[src/rtl/top_level_module.sv]
// Single-clock FIFO with registered read data and registered status flags.
// Dropped writes (full) and dropped reads (empty) raise a one-cycle pulse.
module top_level_module #(
   parameter int unsigned DATA_WIDTH = 16,
   parameter int unsigned ADDR_WIDTH = 4
) (
   input  logic                  FIFO_clk,
   input  logic                  FIFO_reset_n,
   input  logic [DATA_WIDTH-1:0] data_in,
   input  logic                  FIFO_w_en,
   output logic                  FIFO_full,
   input  logic                  FIFO_r_en,
   output logic [DATA_WIDTH-1:0] data_out,
   output logic                  FIFO_empty,
   output logic                  FIFO_overflow,
   output logic                  FIFO_underflow
);

   localparam int unsigned DEPTH = 2 ** ADDR_WIDTH;
   localparam int unsigned PTR_W = ADDR_WIDTH + 1;

   logic [DATA_WIDTH-1:0] mem [DEPTH];
   logic [PTR_W-1:0]      wptr;
   logic [PTR_W-1:0]      rptr;
   logic [PTR_W-1:0]      wptr_nxt_c;
   logic [PTR_W-1:0]      rptr_nxt_c;
   logic                  wr_acc_c;
   logic                  rd_acc_c;
   logic                  empty_nxt_c;
   logic                  full_nxt_c;

   // Accept decisions use the registered flags; the extra pointer MSB tells full from empty.
   always_comb begin
      wr_acc_c    = FIFO_w_en & ~FIFO_full;
      rd_acc_c    = FIFO_r_en & ~FIFO_empty;
      wptr_nxt_c  = wptr + PTR_W'(wr_acc_c);
      rptr_nxt_c  = rptr + PTR_W'(rd_acc_c);
      empty_nxt_c = (wptr_nxt_c == rptr_nxt_c);
      full_nxt_c  = (wptr_nxt_c[ADDR_WIDTH-1:0] == rptr_nxt_c[ADDR_WIDTH-1:0]) &&
                    (wptr_nxt_c[ADDR_WIDTH] != rptr_nxt_c[ADDR_WIDTH]);
   end

   // Storage is intentionally not reset.
   always_ff @(posedge FIFO_clk) begin
      if (wr_acc_c) begin
         mem[wptr[ADDR_WIDTH-1:0]] <= data_in;
      end
   end

   always_ff @(posedge FIFO_clk or negedge FIFO_reset_n) begin
      if (!FIFO_reset_n) begin
         wptr           <= '0;
         rptr           <= '0;
         data_out       <= '0;
         FIFO_empty     <= 1'b1;
         FIFO_full      <= 1'b0;
         FIFO_overflow  <= 1'b0;
         FIFO_underflow <= 1'b0;
      end else begin
         wptr           <= wptr_nxt_c;
         rptr           <= rptr_nxt_c;
         FIFO_empty     <= empty_nxt_c;
         FIFO_full      <= full_nxt_c;
         FIFO_overflow  <= FIFO_w_en & FIFO_full;
         FIFO_underflow <= FIFO_r_en & FIFO_empty;
         if (rd_acc_c) begin
            data_out <= mem[rptr[ADDR_WIDTH-1:0]];
         end
      end
   end

endmodule

[config.mk]
export PLATFORM = sky130hd
export DESIGN_NAME = top_level_module
export DESIGN_NICKNAME = d
export VERILOG_FILES = /design/src/rtl/top_level_module.sv
export SDC_FILE = /design/constraint.sdc
export NUM_CORES = 1
export LEC_CHECK = 0
export ABC_AREA = 1
export BUFFER_PORTS_ARGS = -buffer_cell sky130_fd_sc_hd__buf_2
export CAP_MARGIN = 10
export CELL_PAD_IN_SITES_DETAIL_PLACEMENT = 1
export CELL_PAD_IN_SITES_GLOBAL_PLACEMENT = 2
export CORE_UTILIZATION = 30
export DETAILED_ROUTE_END_ITERATION = 12
export PLACE_DENSITY = 0.58
export SLEW_MARGIN = 20
export SYNTH_ARGS = -nofsm -noshare
export SYNTH_HDL_FRONTEND = slang
export SYNTH_SLANG_ARGS = --single-unit
[constraint.sdc]
create_clock -name FIFO_clk -period 2.6 [get_ports FIFO_clk]
set_clock_uncertainty 0.1 [all_clocks]
set_input_delay 0.78 -clock FIFO_clk [delete_from_list [all_inputs] [get_ports FIFO_clk]]
set_output_delay 0.78 -clock FIFO_clk [all_outputs]
set_load 0.02 [all_outputs]
Yosys cells after proc, flatten, opt, wreduce, memory -nomap -nowiden --
Memories as Yosys holds them, arrays and structs flattened. A register that Yosys moved wholly into a read port is not among the register bits. Cells that the tools add are included.
Storage, ports and cells: memories 1, output and inout port bits 20, RAM bits 256, flip-flop bits (word level) 14
Operators by class: equal/unequal tests 3, reduce and logical (&&, ||, !) cells 2, $add $sub $neg 2, bitwise logic cells 6, muxes and demuxes 2
Memory list:
- mem | depth 16, width 16, rd ports 1, clocked after Yosys merged registers in 1, wr ports 1, RTL line 22 | logic [DATA_WIDTH-1:0] mem [DEPTH];
Operator list (count):
- 5-bit by 1-bit adder with 5-bit output | 2
- 5-bit == test | 1
- 1-bit bitwise AND | 4
- 4-bit == test | 1
- 1-bit 2-to-1 mux | 2
- 1-bit inverter | 2
- 1-bit logical AND | 1
- 1-bit logical NOT | 1
- 1-bit != test | 1

Depth between registers and ports, before layout --
Gate-level depths: netlist of run 1.
depth after elaboration 5, mapped depth 11, depth with buffers taken out 10

Worst setup path after synthesis of run 1 --
Ideal clock, no wire load.
kind input port to flip-flop, start point in FIFO_w_en, end point mem mem[12][0] (enable), path slack 0.220 ns, required time 2.112 ns, data arrival time 1.891 ns, buffers on the path 0, cell stages on the path 4, cells stage by stage inv_1 -> nor2_1 -> nand3_1 -> nor2_1
Between the ends: cells in the longest elaborated chain, start to end 3
RTL lines:
- start: declaration | RTL line 10 | input logic FIFO_w_en,
- 1-bit bitwise AND | RTL line 34 | wr_acc_c = FIFO_w_en & ~FIFO_full;
- 1-bit 2-to-1 mux | RTL line 45 | if (wr_acc_c) begin
- 1-bit 2-to-1 mux (implied by the code) | RTL line 46 | mem[wptr[ADDR_WIDTH-1:0]] <= data_in;
- end: declaration | RTL line 22
Every way passes these cells.

Worst setup path in the final report of run 1 --
start point reg FIFO_empty, end point out FIFO_empty
RTL lines:
- start: declaration | RTL line 14 | output logic FIFO_empty,
- start signal: assignment | RTL line 62 | FIFO_empty <= empty_nxt_c;
No word-level cell between the ends.

==> summary.txt, run 1 <==
Yosys warning count: 0
max_slew headroom: 68.0%
Slowest Stage Delay on Critical Path: 0.57 ns
Starting Density: 30.8%
RD Place Congestion: 0.733
setup TNS: 0 ns
Avg WL per Cell: 20.3 um
DRC: 0
routed vias/inst: 4.54
CTS tree: done
Area Overhead vs Synth: 18.9%
outcome: complete, no violations
Chip Width: 202 um
root buf cell: clkbuf_16
layout cell share with drive strength beyond 1: 13.3%
CP Class: flip-flop to primary output
H-tree Lvls: 2
synthesized cell area: 12000 sq um
Clock Latency Late Sink: 0.52 ns
ANT nets after route: 0
CP Launch Type: flip-flop
worst-margin pin slew: 0.479 ns
post-CTS sizing: 0
register area share after synthesis: 70.2%
# port buffers: 39
pwr dens: 1150 nW/um^2
most frequent cells in the layout: nand2_1 (319), edfxtp_1 (256), nand3_1 (180)
Tot GR Track Use: 17.6%
Site Rows: 72
vias in the first global route: 8181
Final #Nets: 1210
total power: 16.4 mW
FF-to-FF End: data_out[13]
initial drt markers: 396
first-pass GRT wire length: 52900 um
post-route minimum period: 2.15 ns
Syn Inst Count: 1116
CP bufs+invs: 1
f_max: 0.466 GHz
Hold Fails Final Rpt: 0
FF-to-FF setup slack: 0.67 ns
Inserted Clock Buffers: 36
Post-CTS Setup Bufs: 0
Worst R2R Start: rptr[0]
largest net degree at the start of global routing: 81
register area: 8440 sq um
Max-Cap Viols: 0
Crit. End Element: primary output
Die ar.: 40900 sq um
HPWL Detailed: 21400 um
CORE AREA: 39100 sq um
Syn Nets: 1140
die height: 202 um
CP max-delay cell: dfstp_2
via count: 7856
Ports: 40
commonest non-fill, non-tap cell in the layout: nand2_1
Syn Area/Cell: 10.8 sq um
Reg clk slew, reported paths: 0.05 ns
CP arrival: 1.27 ns
fin crit share: 82.5%
hold buffers post-CTS: 0
worst vdd ir: 0.809 mV
worst path cell trace: buf_2
crit path max fanout: 3
Worst EP required: 1.72 ns
RSZ-0062 raised after global routing: no
initial antenna violation count: 2
Pre-Repair DR Iteration Count: 7
max-slew violation count: 0
Leak Pwr: 5.91 nW
area of the multi-input gates: 2720 sq um
Congestion Overflow GR: 0
Filler cells: 4346
Netlist cell types: 23
Seq cells post-synth: 286
Ant. Diodes: 0
delay-heaviest family, CP: flip-flops
CTS Sinks: 286
Routed Wire Length: 35100 um
maximum clock path buffer count: 3
final setup fails: 0
R2R depth: 8
HP Class: primary input to asynchronous set/reset pin
flip-flops by register name, indices dropped and copies added, names as in the netlist:
signal and count:
FIFO_full 1, rptr 5, data_out 16, FIFO_underflow 1, wptr 5, mem 256
FIFO_empty 1, FIFO_overflow 1
kinds of logic after synthesis:
| group | after synthesis | share of synthesized area [%] |
|---|---|---|
| flops | 286 | 70.2 |
| simple gates | 556 | 19.4 |
| fa+ha+maj | 4 | 0.416 |
| compound gates | 33 | 1.37 |
| xor+xnor | 11 | 1.02 |
| buf+inv | 226 | 7.63 |
final cells by class:
type,instances,area share (%)
flip-flops and latches,286,59.0
repair buffers,83,4.72
multi-input cells,604,19.0
inverters,175,4.61
well taps,518,4.53
clock inverters,12,0.787
clock buffers,54,7.34
worst max path at each step:
| stage | start | endpoint | slack [ns] | depth (start not counted) |
|---|---|---|---|---|
| finish | FIFO_empty | FIFO_empty | 0.45 | 1 |
| global route | FIFO_empty | FIFO_empty | 0.42 | 1 |
| CTS | FIFO_empty | FIFO_empty | 0.43 | 1 |
| detailed placement | FIFO_w_en | FIFO_empty | 0.21 | 11 |
| global placement | FIFO_w_en | FIFO_empty | 0.25 | 11 |
| floorplan | FIFO_w_en | mem[12][0] | 0.22 | 4 |
cell usage after synthesis:
cell type | count | area [sq um]
xor2_1 | 4 | 35.0
nor2_1 | 53 | 199
dfrtp_1 | 29 | 726
nand2_1 | 319 | 1200
nand3b_1 | 2 | 15.0
nor2_4 | 1 | 11.3
ha_1 | 4 | 50.1
nand3_1 | 180 | 901
dfstp_2 | 1 | 26.3
clkinv_1 | 2 | 7.51
nand2_4 | 1 | 11.3
xnor2_1 | 5 | 43.8
xor2_4 | 1 | 27.5
buf_1 | 2 | 7.51
xnor2_2 | 1 | 16.3
inv_1 | 170 | 638
buf_4 | 4 | 30.0
buf_6 | 1 | 11.3
buf_2 | 38 | 190
clkbuf_1 | 6 | 22.5
inv_2 | 3 | 11.3
edfxtp_1 | 256 | 7690
a21oi_1 | 33 | 165
power by group:
group,switching [mW],internal [mW]
sequential,0.351,5.71
combinational,3.80,1.64
clock,1.93,2.99
total,6.09,10.3
metal layers:
metal	routed length [um]	global-route usage (%)	share of wire [%]
met1	16200	23.2	46
met2	17200	29.9	49
met3	1020	2.82	2.9
met4	701	4.70	2.0
met5	26	0	0.074
through the flow:
step	setup slack [ns]	std cells	utilization [%]	cell area, sq um	hold slack [ns]
finish	0.454	1732	36.6	14300	0.117
global route	0.418	1732	36.6	14300	0.128
CTS	0.427	1732	36.6	14300	0.108
detailed placement	0.211	1666	33.6	13100	0.381
global placement	0.250	1666	33.6	13100	0.374
floorplan	0.220	1116	-	12000	0.384
No activity file was read; power rests on OpenSTA's default activity.
==> inputs of run 2 (changes only) <==
- PLACE_DENSITY: 0.58 -> 0.61
- clock period: 2.6 -> 1.8 ns (I/O delays scaled with it)
==> run 2 against run 1 <==
Global-route usage grew 0.086 points. The flow now finishes with violations (setup timing). Sequential share of layout area shrank 2.3 points. Largest power group is now combinational cells. Highest routed layer unchanged. Via count grew 1.4%. Critical endpoint unchanged.
==> summary.txt, run 2 (synthesized netlist as in run 1, its figures left out) <==
Worst EP required: 1.16 ns (-0.56 ns)
Congestion Overflow GR: 0 (unchanged)
Leak Pwr: 6.15 nW (+4.0%)
worst path cell trace: buf_6
Site Rows: 72 (unchanged)
CTS tree: done
setup TNS: -0.0483 ns (-0.0483 ns)
Reg clk slew, reported paths: 0.06 ns (about the same)
worst vdd ir: 0.832 mV (+2.9%)
fin worst setup slack: -0.0483 ns (-0.502 ns)
# port buffers: 39 (unchanged)
RD Place Congestion: 0.716 (-2.3%)
CP Launch Type: flip-flop
f_max: 0.541 GHz
Min-Delay Endpoint: FIFO_overflow
R2R depth: 10 (+2)
Hold Fails Final Rpt: 0 (unchanged)
hold depth: 3
Final #Nets: 1243 (+2.7%)
FF-to-FF setup slack: 0.03 ns (-0.64 ns)
M2 GR Usage: 30.5% (+0.62 points)
CP arrival: 1.21 ns (-0.06 ns)
Inserted Clock Buffers: 31 (-14%)
Die ar.: 40900 sq um (unchanged)
final setup fails: 1 (+1)
vias in the first global route: 8438 (+3.1%)
Final Non-Filler Cells: 1762 (+1.7%)
Clock Latency Late Sink: 0.56 ns (+0.04 ns)
dpl cell area: 13600 sq um (+3.2%)
Pre-Repair DR Iteration Count: 4 (-3)
pwr dens: 1640 nW/um^2 (+43%)
Max-Cap Viols: 0 (unchanged)
ANT nets after route: 0 (unchanged)
placed cell count: 1691 (+1.5%)
first-pass GRT wire length: 53700 um (+1.5%)
total power: 24.5 mW (+49%)
HPWL Detailed: 22600 um (+5.6%)
Crit. End Element: primary output
maximum clock path buffer count: 3 (unchanged)
failing checks: setup timing
initial drt markers: 395 (-0.25%)
Chip Width: 202 um (unchanged)
Tot GR Track Use: 17.7% (+0.086 points)
via count: 7964 (+1.4%)
most frequent cells in the layout: nand2_1 (319), edfxtp_1 (256), nand3_1 (172)
Area Overhead vs Synth: 23.9%
initial antenna violation count: 2 (unchanged)
outcome: complete, but fails checks
DRC: 0 (unchanged)
root buf cell: clkbuf_16
post-route minimum period: 1.85 ns
max reg flops: 256 (unchanged)
Ports: 40 (unchanged)
routed vias/inst: 4.52 (-0.35%)
largest net degree at the start of global routing: 49 (-40%)
CORE AREA: 39100 sq um (unchanged)
crit path max fanout: 2 (-1)
FF-to-FF End: FIFO_full
Slowest Stage Delay on Critical Path: 0.54 ns (-0.03 ns)
Worst R2R Start: FIFO_empty
fin crit share: 103%
Routed Wire Length: 35700 um (+1.5%)
max_slew headroom: 71.8% (+3.8 points)
CTS Sinks: 286 (unchanged)
Final Cell Area: 14900 sq um (+4.2%)
max-slew violation count: 0 (unchanged)
Most Crowded Layer GR: met2
CP Class: flip-flop to primary output
RSZ-0062 raised after global routing: yes
HP Class: primary input to flip-flop
die height: 202 um (unchanged)
H-tree Lvls: 1 (-1)
delay-heaviest family, CP: flip-flops
Avg WL per Cell: 20.2 um (-0.25%)
CP max-delay cell: dfstp_2
commonest non-fill, non-tap cell in the layout: nand2_1
layout cell share with drive strength beyond 1: 17.9% (+4.7 points)
met3 Use GR: 2.42% (-0.40 points)
CP bufs+invs: 1 (unchanged)
Starting Density: 30.8% (unchanged)
hold wc startpoint: FIFO_w_en
worst-margin pin slew: 0.422 ns (-0.0564 ns)
Ant. Diodes: 0 (unchanged)
met1 Use GR: 23.3% (+0.17 points)
[run 2: final cells by class]
class | count | area, sq um
clock buffer | 42 | 847
clock inverter | 16 | 138
fill | 4277 | 24200
inverter | 175 | 672
multi-input combinational | 604 | 2850
sequential | 286 | 8450
tap | 518 | 648
timing repair buffer | 121 | 1300
[run 2: through the flow]
stage                     worst slack (ns)  utilization [%]  hold WS (ns)
after CTS                          -0.0787             37.4        0.0566
after detailed placement            -0.202             34.7         0.402
after global placement              -0.190             34.7         0.389
after floorplan                    -0.0792                -         0.144
after global routing               -0.0963             38.1        0.0893
final                              -0.0483             38.1        0.0837
[run 2: what timing repair did]
action	4_1_cts	5_1_grt
pin swaps	2	3
hold buffers	1	0
endpoints found under the setup margin	7	74
setup buffers	3	6
gates resized for setup	15	40
gates cloned	0	3
hold endpoints to repair	29	0
[run 2: worst max path at each step]
stage	start	to	slack (ns)	cells after the start
floorplan	FIFO_w_en	mem[10][0]	-0.08	4
global placement	FIFO_w_en	FIFO_full	-0.19	10
detailed placement	FIFO_w_en	mem[11][8]	-0.20	7
CTS	FIFO_empty	FIFO_empty	-0.08	1
global route	FIFO_empty	FIFO_empty	-0.1	1
finish	FIFO_empty	FIFO_empty	-0.05	1
[run 2: power breakdown]
group	switching (mW)	total, mW	internal (mW)
combinational	5.90	9.46	3.56
clock	2.62	6.19	3.57
sequential	0.553	8.80	8.24
[run 2: per-layer routing]
layer	up-vias	routed length, um
li1	3846	-
met1	3971	15900
met2	94	17800
met3	49	1220
met4	4	774
met5	-	26
==> inputs of run 3 (changes only) <==
- CTS_BUF_LIST: default -> sky130_fd_sc_hd__clkbuf_16
==> run 3 against run 2 <==
The flow still finishes with violations (setup timing). Worst hold slack about the same. Routed wire length about the same. Via count increased by 0.21%. Critical endpoint unchanged. Largest power group unchanged.
==> summary.txt, run 3 (synthesized netlist as in run 1, its figures left out) <==
CTS tree: done
failing checks: setup timing
Final Non-Filler Cells: 1762 (unchanged)
Clock Latency Late Sink: 0.56 ns (about the same)
first-pass GRT wire length: 53600 um (about the same)
worst vdd ir: 0.834 mV (+0.22%)
Reg clk slew, reported paths: 0.06 ns (about the same)
max_slew headroom: 71.5% (-0.36 points)
Die ar.: 40900 sq um (unchanged)
initial drt markers: 374 (-5.3%)
dpl cell area: 13600 sq um (unchanged)
root buf cell: clkbuf_16
Hold Fails Final Rpt: 0 (unchanged)
Worst EP required: 1.16 ns (about the same)
max reg flops: 256 (unchanged)
hold wc startpoint: FIFO_w_en
delay-heaviest family, CP: flip-flops
largest net degree at the start of global routing: 49 (unchanged)
CTS Sinks: 286 (unchanged)
outcome: complete, but fails checks
Worst R2R Start: FIFO_empty
commonest non-fill, non-tap cell in the layout: nand2_1
crit path max fanout: 2 (unchanged)
Congestion Overflow GR: 0 (unchanged)
maximum clock path buffer count: 3 (unchanged)
ANT nets after route: 0 (unchanged)
Area Overhead vs Synth: 23.7%
routed vias/inst: 4.53 (+0.21%)
HPWL Detailed: 22600 um (unchanged)
worst-margin pin slew: 0.428 ns (+0.00536 ns)
Filler cells: 4278 (+0.023%)
final setup fails: 1 (unchanged)
register area: 8450 sq um (unchanged)
post-route minimum period: 1.85 ns (-0.0000841 ns)
Chip Width: 202 um (unchanged)
worst path cell trace: buf_6
# port buffers: 39 (unchanged)
CP Launch Type: flip-flop
Slowest Stage Delay on Critical Path: 0.54 ns (about the same)
CP bufs+invs: 1 (unchanged)
Crit. Startpoint: FIFO_empty
Starting Density: 30.8% (unchanged)
RSZ-0062 raised after global routing: yes
most frequent cells in the layout: nand2_1 (319), edfxtp_1 (256), inv_1 (176)
fin crit share: 103% (about the same)
vias in the first global route: 8439 (+0.012%)
H-tree Lvls: 1 (unchanged)
CP Class: flip-flop to primary output
Final #Nets: 1243 (unchanged)
max-slew violation count: 0 (unchanged)
Ant. Diodes: 0 (unchanged)
layout cell share with drive strength beyond 1: 17.8% (-0.16 points)
Hold WS: 0.0838 ns (+0.0000858 ns)
CORE AREA: 39100 sq um (unchanged)
fin worst setup slack: -0.0482 ns (+0.0000841 ns)
placed cell count: 1691 (unchanged)
CP max-delay cell: dfstp_2
Final Cell Area: 14900 sq um (-0.18%)
Site Rows: 72 (unchanged)
total power: 24.3 mW (-0.76%)
Avg WL per Cell: 20.2 um (about the same)
die height: 202 um (unchanged)
DRC: 0 (unchanged)
Ports: 40 (unchanged)
HP Class: primary input to flip-flop
RD Place Congestion: 0.716 (unchanged)
CP arrival: 1.21 ns (about the same)
Leak Pwr: 6.16 nW (+0.27%)
Inserted Clock Buffers: 31 (unchanged)
Crit. End Element: primary output
initial antenna violation count: 2 (unchanged)
f_max: 0.541 GHz (about the same)
Pre-Repair DR Iteration Count: 4 (unchanged)
pwr dens: 1630 nW/um^2 (-0.58%)
Max-Cap Viols: 0 (unchanged)
Util after Layout: 38.1% (-0.070 points)
Tot GR Track Use: 17.6% (-0.019 points)
area of the multi-input gates: 2860 sq um (about the same)
Routed Wire Length: 35700 um (about the same)
via count: 7981 (+0.21%)
run 3: cell types whose count changed in the layout (fill, tap and decap cells not counted):
cell      delta
clkinv_1     +3
nor2_2       +1
nor2_1       -1
inv_1        +8
clkbuf_8     -3
clkbuf_1     -8
run 3: routing by layer:
metal	wire (um)	vias up	track usage (%)
met1	16100	3999	23.3
met2	17700	82	30.5
met3	1050	51	2.42
li1	-	3845	-
met5	26	-	0
met4	789	4	4.22
run 3: cell type report:
cell class | instances | area share [%]
inverter | 175 | 4.52
tap | 518 | 4.36
sequential | 286 | 56.8
timing repair buffer | 121 | 8.73
multi-input combinational | 604 | 19.2
clock inverter | 27 | 1.20
clock buffer | 31 | 5.21
run 3: path summary, 6_finish.rpt:
| path | end | slack [ns] | depth (start not counted) |
|---|---|---|---|
| min | FIFO_overflow | 0.08 | 3 |
| max in group asynchronous | FIFO_empty | 0.95 | 3 |
| max | FIFO_empty | -0.05 | 1 |
| min in group asynchronous | data_out[11] | 0.39 | 3 |
| min reg2reg | FIFO_overflow | 0.42 | 2 |
| max reg2reg | FIFO_full | 0.03 | 10 |
run 3: through the flow:
| stage | setup WS, ns | TNS (ns) |
|---|---|---|
| global placement | -0.190 | -33.29 |
| floorplan | -0.0792 | -17.53 |
| detailed placement | -0.202 | -39.64 |
| finish | -0.0482 | -0.0482 |
| global route | -0.0963 | -0.588 |
| CTS | -0.0787 | -0.183 |
run 3: timing repair:
action	4_1_cts	5_1_grt
setup endpoints to repair	7	74
gates cloned	0	3
gates resized for setup	15	41
setup buffers	3	6
endpoints found under the hold margin	29	0
pin swaps	2	3
hold buffers	1	0
run 3: power breakdown:
group / switching [mW] / total (mW) / leakage (nW) / internal [mW]
logic: 5.90 / 9.47 / 3.00 / 3.56
registers: 0.552 / 8.80 / 2.66 / 8.24
clock network: 2.60 / 6.00 / 0.503 / 3.40
